===== config.mk =====
export PLATFORM = sky130hd
export DESIGN_NAME = sram_req_resp_adapter
export DESIGN_NICKNAME = d
export VERILOG_FILES = /design/src/rtl/sram_adapter_pkg.sv /design/src/rtl/sram_adapter_resp_queue.sv /design/src/rtl/sram_req_resp_adapter.sv
export SDC_FILE = /design/constraint.sdc
export NUM_CORES = 1
export LEC_CHECK = 0
export BUFFER_PORTS_ARGS = -buffer_cell sky130_fd_sc_hd__buf_4
export CORE_MARGIN = 5
export CORE_UTILIZATION = 50
export DETAILED_ROUTE_END_ITERATION = 10
export GPL_ROUTABILITY_DRIVEN = 0
export PLACE_DENSITY_LB_ADDON = 0.05
export RECOVER_POWER = 25
export SETUP_SLACK_MARGIN = 0.05
export SYNTH_ARGS = -nofsm -noshare
export SYNTH_HDL_FRONTEND = slang
export SYNTH_SLANG_ARGS = --single-unit

===== constraint.sdc =====
create_clock -name clk -period 10.39 [get_ports clk]
set_input_delay 0.5195 -clock clk [delete_from_list [all_inputs] [get_ports clk]]
set_output_delay 0.5195 -clock clk [all_outputs]
set_load 0.02 [all_outputs]

===== src/rtl/sram_adapter_pkg.sv =====
`default_nettype none
// ============================================================================
// Module   : sram_adapter_pkg
// Brief    : Shared request-type encodings and response-entry layout helpers
//            for the SRAM val/rdy adapter and its response queue.
// Revision : 1.0 - initial release
// ============================================================================
package sram_adapter_pkg;

    // Request/response type encodings
    localparam logic REQ_TYPE_READ  = 1'b0;
    localparam logic REQ_TYPE_WRITE = 1'b1;

    // Response entry layout: {type, data}. Data occupies the low bits,
    // the type flag sits directly above the data field.
    localparam int RESP_DATA_LSB = 0;

    // Total width of one queued response entry
    function automatic int resp_entry_nbits(input int data_nbits);
        return 1 + data_nbits;
    endfunction

    // Bit position of the type flag inside a response entry
    function automatic int resp_type_bit(input int data_nbits);
        return RESP_DATA_LSB + data_nbits;
    endfunction

endpackage
`default_nettype wire


===== src/rtl/sram_adapter_resp_queue.sv =====
`default_nettype none
// ============================================================================
// Module   : sram_adapter_resp_queue
// Brief    : Response FIFO for the SRAM adapter. Arbitrary (non power of two)
//            depth, pointers wrap modulo depth, occupancy exported so the
//            adapter can compute its request-ready from registered state.
// Revision : 1.0 - initial release
// ============================================================================
module sram_adapter_resp_queue
    import sram_adapter_pkg::*;
#(
    parameter  int p_entry_nbits = 33,
    parameter  int p_depth       = 3,
    localparam int c_count_nbits = $clog2(p_depth + 1)
) (
    input  logic                     clk,
    input  logic                     reset,      // synchronous, active-low
    input  logic                     enq_val,
    input  logic [p_entry_nbits-1:0] enq_data,
    output logic                     deq_val,
    input  logic                     deq_rdy,
    output logic [p_entry_nbits-1:0] deq_data,
    output logic [c_count_nbits-1:0] count
);

    localparam int c_ptr_nbits = (p_depth > 1) ? $clog2(p_depth) : 1;
    localparam logic [c_ptr_nbits-1:0] c_last_ptr = c_ptr_nbits'(p_depth - 1);

    logic [p_entry_nbits-1:0] r_mem [p_depth];
    logic [c_ptr_nbits-1:0]   r_wr_ptr;
    logic [c_ptr_nbits-1:0]   r_rd_ptr;
    logic [c_count_nbits-1:0] r_count;
    logic                     w_enq;
    logic                     w_deq;

    // Advance a pointer, wrapping at the last physical entry
    function automatic logic [c_ptr_nbits-1:0] next_ptr(input logic [c_ptr_nbits-1:0] ptr);
        return (ptr == c_last_ptr) ? '0 : ptr + c_ptr_nbits'(1);
    endfunction

    // The adapter only enqueues when space is guaranteed, so no full check here
    assign w_enq    = enq_val;
    assign deq_val  = (r_count != '0);
    assign w_deq    = deq_val && deq_rdy;
    assign deq_data = r_mem[r_rd_ptr];
    assign count    = r_count;

    // Entry storage: written on enqueue, no reset needed
    always_ff @(posedge clk) begin
        if (w_enq) begin
            r_mem[r_wr_ptr] <= enq_data;
        end
    end

    // Pointers and occupancy; simultaneous enq/deq leaves count unchanged
    always_ff @(posedge clk) begin
        if (!reset) begin
            r_wr_ptr <= '0;
            r_rd_ptr <= '0;
            r_count  <= '0;
        end else begin
            if (w_enq) begin
                r_wr_ptr <= next_ptr(r_wr_ptr);
            end
            if (w_deq) begin
                r_rd_ptr <= next_ptr(r_rd_ptr);
            end
            case ({w_enq, w_deq})
                2'b10:   r_count <= r_count + c_count_nbits'(1);
                2'b01:   r_count <= r_count - c_count_nbits'(1);
                default: r_count <= r_count;
            endcase
        end
    end

endmodule
`default_nettype wire


===== src/rtl/sram_req_resp_adapter.sv =====
`default_nettype none
// ============================================================================
// Module   : sram_req_resp_adapter
// Brief    : Val/rdy front end for a synchronous 1rw SRAM. Drives the SRAM in
//            the request-fire cycle, captures the result one cycle later and
//            buffers it in a response queue so downstream backpressure never
//            loses read data.
//            Optional build macro SRAM_ADAPTER_RD_BYPASS_EN: when the queue
//            is empty the returning response is presented combinationally
//            (1-cycle latency) instead of going through the queue (2 cycles).
// Revision : 1.0 - initial release
// ============================================================================
module sram_req_resp_adapter
    import sram_adapter_pkg::*;
#(
    parameter  int p_data_nbits  = 32,
    parameter  int p_num_entries = 256,
    parameter  int p_queue_depth = 3,
    localparam int c_addr_nbits  = $clog2(p_num_entries),
    localparam int c_data_nbytes = (p_data_nbits + 7) / 8
) (
    input  logic                     clk,
    input  logic                     reset,              // synchronous, active-low

    input  logic                     req_val,
    output logic                     req_rdy,
    input  logic                     req_type,
    input  logic [c_addr_nbits-1:0]  req_addr,
    input  logic [p_data_nbits-1:0]  req_data,
    input  logic [c_data_nbytes-1:0] req_byte_en,

    output logic                     resp_val,
    input  logic                     resp_rdy,
    output logic                     resp_type,
    output logic [p_data_nbits-1:0]  resp_data,

    output logic                     sram_read_en,
    output logic [c_addr_nbits-1:0]  sram_read_addr,
    input  logic [p_data_nbits-1:0]  sram_read_data,
    output logic                     sram_write_en,
    output logic [c_data_nbytes-1:0] sram_write_byte_en,
    output logic [c_addr_nbits-1:0]  sram_write_addr,
    output logic [p_data_nbits-1:0]  sram_write_data
);

    localparam int c_entry_nbits = resp_entry_nbits(p_data_nbits);
    localparam int c_type_bit    = resp_type_bit(p_data_nbits);
    localparam int c_count_nbits = $clog2(p_queue_depth + 1);

    // Goes high one cycle after reset is released; keeps req_rdy low for
    // the first cycle out of reset.
    logic                     r_live;
    // In-flight request: the SRAM access issued last cycle whose result
    // (read data or write acknowledge) is due this cycle.
    logic                     r_inflight_val;
    logic                     r_inflight_type;

    logic                     w_req_fire;
    logic                     w_req_rdy;
    logic [p_data_nbits-1:0]  w_inflight_data;
    logic [c_entry_nbits-1:0] w_inflight_entry;
    logic                     w_q_enq_val;
    logic                     w_q_deq_val;
    logic                     w_q_deq_rdy;
    logic [c_entry_nbits-1:0] w_q_deq_data;
    logic [c_count_nbits-1:0] w_q_count;

    // ------------------------------------------------------------------
    // Request side
    // ------------------------------------------------------------------
    // Accept only when the queue can hold every response already owed,
    // including the one in flight. Registered state only: no path from
    // resp_rdy into req_rdy.
    assign w_req_rdy  = reset && r_live &&
                        ((32'(w_q_count) + 32'(r_inflight_val)) < p_queue_depth);
    assign req_rdy    = w_req_rdy;
    assign w_req_fire = req_val && w_req_rdy;

    // SRAM port is driven straight from the firing request
    assign sram_read_en       = w_req_fire && (req_type == REQ_TYPE_READ);
    assign sram_read_addr     = req_addr;
    assign sram_write_en      = w_req_fire && (req_type == REQ_TYPE_WRITE);
    assign sram_write_addr    = req_addr;
    assign sram_write_data    = req_data;
    assign sram_write_byte_en = req_byte_en;

    // Track the request issued this cycle so its result is captured next cycle
    always_ff @(posedge clk) begin
        if (!reset) begin
            r_live          <= 1'b0;
            r_inflight_val  <= 1'b0;
            r_inflight_type <= REQ_TYPE_READ;
        end else begin
            r_live         <= 1'b1;
            r_inflight_val <= w_req_fire;
            if (w_req_fire) begin
                r_inflight_type <= req_type;
            end
        end
    end

    // ------------------------------------------------------------------
    // Response capture: sram_read_data is only meaningful in the cycle
    // after a read fire, so writes substitute zero instead of sampling it.
    // ------------------------------------------------------------------
    assign w_inflight_data  = (r_inflight_type == REQ_TYPE_READ) ? sram_read_data : '0;
    assign w_inflight_entry = {r_inflight_type, w_inflight_data};

    sram_adapter_resp_queue #(
        .p_entry_nbits (c_entry_nbits),
        .p_depth       (p_queue_depth)
    ) u_resp_queue (
        .clk      (clk),
        .reset    (reset),
        .enq_val  (w_q_enq_val),
        .enq_data (w_inflight_entry),
        .deq_val  (w_q_deq_val),
        .deq_rdy  (w_q_deq_rdy),
        .deq_data (w_q_deq_data),
        .count    (w_q_count)
    );

    // The queue only dequeues when it holds something, so a bypassed
    // response never pops a queue entry.
    assign w_q_deq_rdy = reset && resp_rdy;

`ifdef SRAM_ADAPTER_RD_BYPASS_EN
    logic w_bypass;

    // Empty queue: present the returning response directly; enqueue it
    // only if the consumer is not ready this cycle.
    assign w_bypass    = r_inflight_val && !w_q_deq_val;
    assign resp_val    = reset && (w_q_deq_val || w_bypass);
    assign resp_type   = w_bypass ? r_inflight_type : w_q_deq_data[c_type_bit];
    assign resp_data   = w_bypass ? w_inflight_data
                                  : w_q_deq_data[RESP_DATA_LSB +: p_data_nbits];
    assign w_q_enq_val = r_inflight_val && !(w_bypass && resp_rdy);
`else
    // Every response is staged through the queue
    assign resp_val    = reset && w_q_deq_val;
    assign resp_type   = w_q_deq_data[c_type_bit];
    assign resp_data   = w_q_deq_data[RESP_DATA_LSB +: p_data_nbits];
    assign w_q_enq_val = r_inflight_val;
`endif

    // Protocol checks while out of reset: known handshakes, in-range address
    always_ff @(posedge clk) begin
        if (reset) begin
            a_req_val_known  : assert (!$isunknown(req_val));
            a_resp_rdy_known : assert (!$isunknown(resp_rdy));
            a_addr_in_range  : assert (!w_req_fire || (32'(req_addr) < p_num_entries));
        end
    end

endmodule
`default_nettype wire


Word level (Yosys, flattened, before mapping) --
Memories as Yosys holds them, arrays and structs flattened. A register that Yosys moved wholly into a read port is not among the register bits. Cells that the tools add are included.
Word-level totals: bits in registers 9, RAM bits 99, output and inout bits 89, logic and storage cells 37, memories kept 1
Operators by class: $add $sub $neg 5, magnitude comparators 1, eq/ne operators 4, muxes and demuxes 9, bitwise logic cells 1, reductions and logical operators 10
Memories:
- u_resp_queue.r_mem | depth 3, width 33, rd ports 1, clocked after Yosys merged registers in 1, wr ports 1, RTL line sram_adapter_resp_queue.sv:29 | logic [p_entry_nbits-1:0] r_mem [p_depth];
Operators with widths (count):
- 32-bit 2-to-1 mux | 1
- 1-bit logical AND | 8
- 2-bit 2-to-1 mux | 4
- 2-bit by 1-bit adder with 2-bit output, second input constant | 3
- 2-bit == test, second input constant | 3
- 2-bit one-hot mux with 2 select lines | 1
- 2-bit nonzero test | 2
- 2-bit by 1-bit adder with 3-bit output | 1
- 3-bit by 2-bit < comparator with 1-bit output, second input constant | 1
- 1-bit 2-to-1 mux | 3
- 2-bit by 1-bit == test with 1-bit output, second input constant | 1
- 2-bit by 1-bit subtractor with 2-bit output, second input constant | 1
- 1-bit NOT | 1

Logic depth before layout (Yosys ltp) --
Gate-level depths: netlist of the first run.
word-level depth 5, mapped depth 7, depth with buffers taken out 6

Hierarchy --
From an unflattened synthesis of the first run, not the netlist that was laid out.
Unflattened totals: cell total of the unflattened synthesis 345, area, all modules 4727.0 µm²
Modules (own cells, without submodules):
- sram_adapter_resp_queue | times used 1, cells an instance 243, area each 3966.3 µm²
- sram_req_resp_adapter | times used 1, cells an instance 102, area each 760.7 µm²

Worst setup path after synthesis of the first run --
OpenSTA, ideal clock, no wires.
path kind flip-flop to flip-flop, from register r_inflight_val, to memory u_resp_queue.r_mem[1][0], enable pin, arrival 2.956 ns, required time 9.916 ns, slack 6.960 ns, stages on the path, launching flop included 3, cell sequence dfxtp_1 -> inv_1 -> nor3b_1
On the way: word-level cells in the longest chain between the ends 2
Ends and longest elaborated chain:
- start: declaration | RTL line sram_req_resp_adapter.sv:55 | logic r_inflight_val;
- start signal: assignment | RTL line sram_req_resp_adapter.sv:95 | r_inflight_val <= w_req_fire;
- 1-bit 2-to-1 mux | RTL line sram_adapter_resp_queue.sv:50 | if (w_enq) begin
- 1-bit 2-to-1 mux (implied by the code) | RTL line sram_adapter_resp_queue.sv:51 | r_mem[r_wr_ptr] <= enq_data;
- end: declaration | RTL line sram_adapter_resp_queue.sv:29
Every way passes these cells.

==> results of run 1 <==
-- layout make-up --
type / instances / area (um2)
fillers: 785 / 4020
flip-flops and latches: 110 / 3200
multi-input cells: 162 / 1050
repair buffers: 77 / 574
well taps: 111 / 139
clock buffers: 9 / 124
clock inverters: 7 / 81.3
inverters: 3 / 11.3
-- worst max path at each step --
stage | slack, ps | to | depth (start not counted)
after global placement | 8150 | resp_data[12] | 3
after floorplan | 6960 | u_resp_queue.r_mem[1][0] | 2
after CTS | 7720 | resp_data[24] | 3
final | 7730 | resp_data[24] | 3
after detailed placement | 8140 | resp_data[24] | 3
after global routing | 7540 | resp_data[24] | 3
-- flip-flops by register name, indices dropped and copies added, names as in the netlist, named ones only --
register / flops
u_resp_queue.r_rd_ptr: 2
u_resp_queue.r_wr_ptr: 2
r_inflight_val: 1
u_resp_queue.r_mem: 99
r_inflight_type: 1
r_live: 1
u_resp_queue.count: 2
-- synthesized netlist by cell type --
master,instances,area (um2)
a21boi_1,1,7.51
a21oi_1,1,5.00
and2_1,3,18.8
and3_1,1,6.26
and4_1,1,8.76
buf_2,4,20.0
buf_4,55,413
clkbuf_1,8,30.0
dfxtp_1,11,220
edfxtp_1,99,2970
ha_1,3,37.5
inv_1,3,11.3
mux2i_1,34,340
nand2_1,35,131
nand2b_1,1,6.26
nand3_1,2,10.0
nor2_1,1,3.75
nor2b_1,34,213
nor3_1,1,5.00
nor3b_1,1,7.51
o211ai_1,1,7.51
o21a_1,3,22.5
o21ai_0,35,175
o31ai_1,1,7.51
or3_1,1,6.26
xnor2_1,2,17.5
-- report_power, final --
part | internal, mW | leakage [nW] | total (mW) | switching (mW)
Sequential | 0.492 | 0.990 | 0.503 | 0.0104
Clock | 0.115 | 0.101 | 0.262 | 0.146
Combinational | 0.0378 | 0.684 | 0.0771 | 0.0393
Total | 0.645 | 1.78 | 0.841 | 0.196
-- kinds of logic after synthesis --
kind of cell             share of synthesized area, %
flip-flops                                       67.9
AND/OR/NAND/NOR                                  8.86
buffers and inverters                            10.1
AO/OA/AOI/OAI                                    4.79
multiplexers                                     7.23
adder cells (fa/ha/maj)                         0.798
XOR/XNOR                                        0.372
-- layer usage --
metal / track usage [%] / part of all wire, %
met1: 19.5 / 39
met2: 27.6 / 50
met3: 4.64 / 8.3
met4: 8.13 / 3.1
met5: 0 / 0
-- per-stage QoR --
stage	hold slack, ps	area (um2)	util [%]
detailed placement	479	4980	54.1
global route	451	5180	56.3
floorplan	451	4700	-
global placement	468	4980	54.1
finish	465	5180	56.3
CTS	331	5180	56.4
-- worst max-delay path, cell delays in order (launching register included) --
cell and delay, ps:
dfxtp_2 1080, mux2i_1 160, o21ai_0 330, buf_4 210
==> impl_results.md, run 1 <==
* CTS tree: yes
* Fin. max-slew vios at 0
* Period minus WS final at about 2700 ps
* Cell count after placement at around 460
* Syn-to-layout area delta at 10.1%
* Dpl hpwl at 6200 um
* Detailed-route via count at approximately 2400
* Maximum vdd drop at slightly below 0.09 mV
* Worst hold start: req_type
* Net count after synthesis at about 430
* Post-route DRC at 0
* Initial Utilization at 51.2%
* WP data required at 9870 ps
* Post-DRT Antenna Nets at 0
* Seq/Total Area, Yosys at between 60% and 70%
* Nets@finish at between 400 and 500
* CTS buffer count at 9
* I/O Pins at 170
* Crit path max fanout at 33
* Post-Layout Cell Count at roughly 480
* # setup viols final at 0
* Most frequent cells in the layout: edfxtp_1, buf_4, nand2_1, o21ai_0
* Hold Vio Cnt, Final at 0
* WL final at 9360 um
* Starting DRT DRC Count at between 100 and 150
* CTS Root Cell: clkbuf_8
* Worst Hold End: r_inflight_type
* Clock transition at path regs at 100 ps
* Post-CTS setup buffers at 0
* Die area at 11400 um2
* Final worst-path cycle share at 25.6%
* Startpoint Class: register
* Fmax at around 380 MHz
* # clock sinks at 110
* Netlist cell types at 26
* Worst Max-Slew Pin Slew at ~1100 ps
* Vias in the first global route at 2535
* PwrDens at 162 nW/um2
* Antenna violations before repair at 0
* Worst clock skew at approximately 7.7 ps
* Dpl ws at between 8000 and 9000 ps
* RSZ-0062 raised after global routing: false
* Max-cap viol count at 0
* Synth Cell Area at around 4700 um2
* Clk Latency, worst-skew pair at 360 ps
* R2r startpoint: r_inflight_val
* Die width at between 100 and 150 um
* Row cnt at 35
* CTS H-tree depth at 3
* WL/cell at around 20 um
* Hold Crit Class: in -> reg
* TNS Setup at 0 ps
* Buffers on Ports at 73
* Total Power at about 840 uW
* Post-CTS Hold Buffers at 0
* Worst reg2reg path endpoint: u_resp_queue.r_mem[1][9]
* CP Class: reg -> out
* GR Overflow Total at 0
* Reg2Reg Depth at 3
* First-pass GRT wire length at around 14000 um
* Final WS setup at a little under 8000 ps
* Post-Syn Instances at approximately 340
* Synth warnings at 0
* CTS Buffer Depth at 2
* Share of cells above drive strength 1 at 26.1%
* ANT cells at 0
* R2r setup slk at ~8500 ps
* Mean Syn Cell Area at ~14 um2
* CORE AREA at approximately 9000 um2
* Largest net degree at the start of global routing at 67
* DR vias/cell at slightly above 5
* Most common cell after layout, fill and taps aside: edfxtp_1
* Post-synthesis sequential element count at 110
* Leakage power at roughly 1.8 nW
* CP endpoint kind: output port
* Worst hold stages at 3
* Arr. time, crit path at roughly 2100 ps
* Total GRT Usage at between 15 and 20%
* Die Y at 107 um
* Status: finished clean
* Slew headroom at between 20% and 30%
* TritonRoute pass-1 iters at 4
* Resized Gates After CTS at 0
(Power assumes the default switching activity.)
==> inputs of run 2 (changes only) <==
Settings changed: ABC_AREA from default to 1.
Clock period 10.39 ns to 2.5 ns, I/O delays scaled along.
==> run 2 against run 1 <==
  * Sequential share of layout area fell by 1.2 points
  * Largest power group unchanged
  * Largest cell class unchanged
  * Highest routed layer unchanged
  * Total power rose to 4.1 times the previous value
  * Critical endpoint is now resp_type
  * Combinational power increased to 5.2 times the previous value
  * Non-clock buffer count up 3
  * Register-to-register slack worse by 7800 ps
  * Critical path depth is 1 higher
  * Area after synthesis is 2.9% higher
  * Sequential power grew to 4.1 times the previous value
  * Final area rose by 1.8%
  * Clock power rose to 3.6 times the previous value
  * Cell count grew 23%
==> impl_results.md, run 2 <==
* Status: finished clean (unchanged)
* Slew headroom at 54.3% (was 26.1%)
* NetSw at 841 uW (was 196 uW)
* Dpl hpwl at 6240 um (was 6200 um)
* Hold Crit Class: in -> reg (unchanged)
* Post-route DRC at 0 (unchanged)
* WL/cell at 16.7 um (was 19.5 um)
* # setup viols final at 0 (unchanged)
* Syn-to-layout area delta at 8.97% (was 10.1%)
* Vias in the first global route at 3023 (was 2535)
* Clk pwr share at 28.0% (was 31.1%)
* Hold Vio Cnt, Final at 0 (unchanged)
* Max-cap viol count at 0 (unchanged)
* CTS tree: yes (unchanged)
* Max incr delay on CP at 490 ps (was 1080 ps)
* Maximum vdd drop at 0.277 mV (was 0.0895 mV)
* Post-Layout Cell Count at 591 (was 479)
* Post-synthesis sequential element count at 110 (unchanged)
* Die Y at 108 um (was 107 um)
* GR Overflow Total at 0 (unchanged)
* Comb pwr share at 11.7% (was 9.2%)
* Clk Latency, worst-skew pair at 360 ps (about the same)
* CTS H-tree depth at 3 (unchanged)
* Most frequent cells in the layout: edfxtp_1, buf_4, nor2_1, a21oi_1, inv_1 (was edfxtp_1, buf_4, nand2_1, o21ai_0)
* Leakage power at 2.14 nW (was 1.78 nW)
* Share of cells above drive strength 1 at 22.7% (was 26.1%)
* PwrDens at 647 nW/um2 (was 162 nW/um2)
* Cell count after placement at 574 (was 463)
* Placed Area at 5090 um2 (was 4980 um2)
* CP endpoint kind: output port (unchanged)
* Final worst-path cycle share at roughly three quarters
* Int Power at 2.57 mW (was 645 uW)
* Post-synth top cells: edfxtp_1, nor2_1, a21oi_1 (was edfxtp_1, buf_4, nand2_1, o21ai_0)
* Starting DRT DRC Count at 99 (was 111)
* Fin area at 5280 um2 (was 5180 um2)
* Worst clock skew at 7.06 ps (was 7.70 ps)
* WL final at 9850 um (was 9360 um)
* WP data required at 2380 ps (was 9870 ps)
* Row cnt at 36 (was 35)
* DR vias/cell at 4.87 (was 5.10)
* CORE AREA at 9590 um2 (was 9200 um2)
* Clock transition at path regs at 100 ps (about the same)
* Resized Gates After CTS at 0 (unchanged)
* Fillers at 869 (was 785)
* Largest net degree at the start of global routing at 34 (was 67)
* CP Class: reg -> out (unchanged)
* Largest cells by area after synthesis: edfxtp_1, buf_4, a21oi_1 (was edfxtp_1, buf_4, mux2i_1)
* Antenna violations before repair at 0 (unchanged)
* Crit path max fanout at 33 (unchanged)
* Most used DFF post-synth: edfxtp_1 (unchanged)
* Cell with the most instances after synthesis: edfxtp_1 (unchanged)
* First-pass GRT wire length at 15400 um (was 14100 um)
* Synth Cell Area at 4840 um2 (was 4700 um2)
* Async S/R FF share, synth at 0% (unchanged)
* Buffers on Ports at 73 (unchanged)
* Fmax at between 500 and 600 MHz
* Crit path max-delay family: buffers and inverters (was flip-flops)
* Period minus WS final at 1870 ps
* Post-Syn Instances at 433 (was 342)
* Initial Utilization at 50.5% (was 51.2%)
* Post-DRT Antenna Nets at 0 (unchanged)
* Sequential share of power at 60.3% (was 59.7%)
* Die width at 108 um (was 107 um)
* CTS buffer count at 9 (unchanged)
* ANT cells at 0 (unchanged)
* RSZ-0062 raised after global routing: false (unchanged)
* Sw Share at 24.6% (was 23.3%)
* TNS Setup at 0 ps (unchanged)
* Max reg flops at 99 (unchanged)
* Yosys top cell area share at 61.4% (was 63.2%)
* Post-synth EDFFs at 99 (unchanged)
* Net count after synthesis at 517 (was 426)
* Mean Syn Cell Area at 11.2 um2 (was 13.8 um2)
* Number of buffers and inverters on the critical path at 2 (was 1)
* Detailed-route via count at 2879 (was 2444)
* CTS Root Cell: clkbuf_8 (unchanged)
* Nets@finish at 537 (was 447)
* Die area at 11700 um2 (was 11400 um2)
* Post-synth top area cell: edfxtp_1 (unchanged)
* # clock sinks at 110 (unchanged)
* CTS Buffer Depth at 2 (unchanged)
* Most common cell after layout, fill and taps aside: edfxtp_1 (unchanged)
* Worst path cell trace: inv_2, nand2_1, a21oi_1, buf_4 (was mux2i_1, o21ai_0, buf_4)
* Startpoint Class: register (unchanged)
* Worst Max-Slew Pin Slew at 682 ps (was 1110 ps)
* Seq/Total Area, Yosys at 66.0% (was 67.9%)
* Slowest CP cell: inv_2 (was dfxtp_2)
* TritonRoute pass-1 iters at 5 (was 4)
* I/O Pins at 170 (unchanged)
* Synth warnings at 0 (unchanged)
* Util after Layout at 55.0% (was 56.3%)
* Fin. max-slew vios at 0 (unchanged)
* Largest Register: u_resp_queue.r_mem (unchanged)
* Total GRT Usage at 17.4% (was 16.5%)
* Arr. time, crit path at 1750 ps (was 2140 ps)
* Netlist cell types at 23 (was 26)
-- run 2: area by class of cell --
cell class / count / area, um2 / share of cell area, %
flip-flops and latches: 110 / 3190 / 60.5
multi-input cells: 202 / 942 / 17.9
repair buffers: 80 / 612 / 11.6
inverters: 50 / 188 / 3.56
well taps: 133 / 166 / 3.15
clock buffers: 10 / 128 / 2.42
clock inverters: 6 / 46.3 / 0.878
-- run 2: worst paths after layout --
check	from	endpoint	slack [ps]	cells after the start
worst min-delay path	req_val	r_inflight_val	10	3
worst max register to register	u_resp_queue.r_wr_ptr[1]	u_resp_queue.r_mem[1][20]	700	4
worst min register to register	u_resp_queue.r_wr_ptr[1]	u_resp_queue.r_wr_ptr[1]	470	2
worst max-delay path	register	resp_type	630	4
-- run 2: layer usage --
layer | routed length (um) | global-route usage [%]
met3 | 601 | 3.70
met4 | 382 | 10.0
met2 | 4950 | 30.1
met5 | 0 | 0
met1 | 3910 | 19.9
-- run 2: kinds of logic after synthesis --
logic type,after synthesis,share of synthesized area [%]
buf+inv,121,14.8
flops,110,66.0
compound gates,72,7.62
simple gates,127,10.8
fa+ha+maj,3,0.775
-- run 2: worst min-delay path, cell delays in order --
cell and delay [ps]:
buf_4 90, nand3_2 80, inv_1 50
-- run 2: power groups by stage --
stage               logic (mW)  clock network (mW)  registers [mW]
floorplan                0.362                   0            2.10
global placement         0.403                   0            2.10
detailed placement       0.406                   0            2.10
CTS                      0.408               0.988            2.06
global route             0.444                1.06            2.06
finish                   0.400               0.956            2.06
-- run 2: repair_timing --
| action | CTS | global route |
|---|---|---|
| endpoints found under the hold margin | 1 | 0 |
| hold buffers | 1 | 0 |
| setup buffers | 0 | 0 |
-- run 2: stage by stage --
step                      worst slack, ps  total power, mW  hold WS (ps)
after global placement                708             2.50           250
after detailed placement              677             2.51           250
after CTS                             586             3.46          2.35
final                                 628             3.41          13.9
after global routing                  459             3.57          19.4
after floorplan                       303             2.46           153
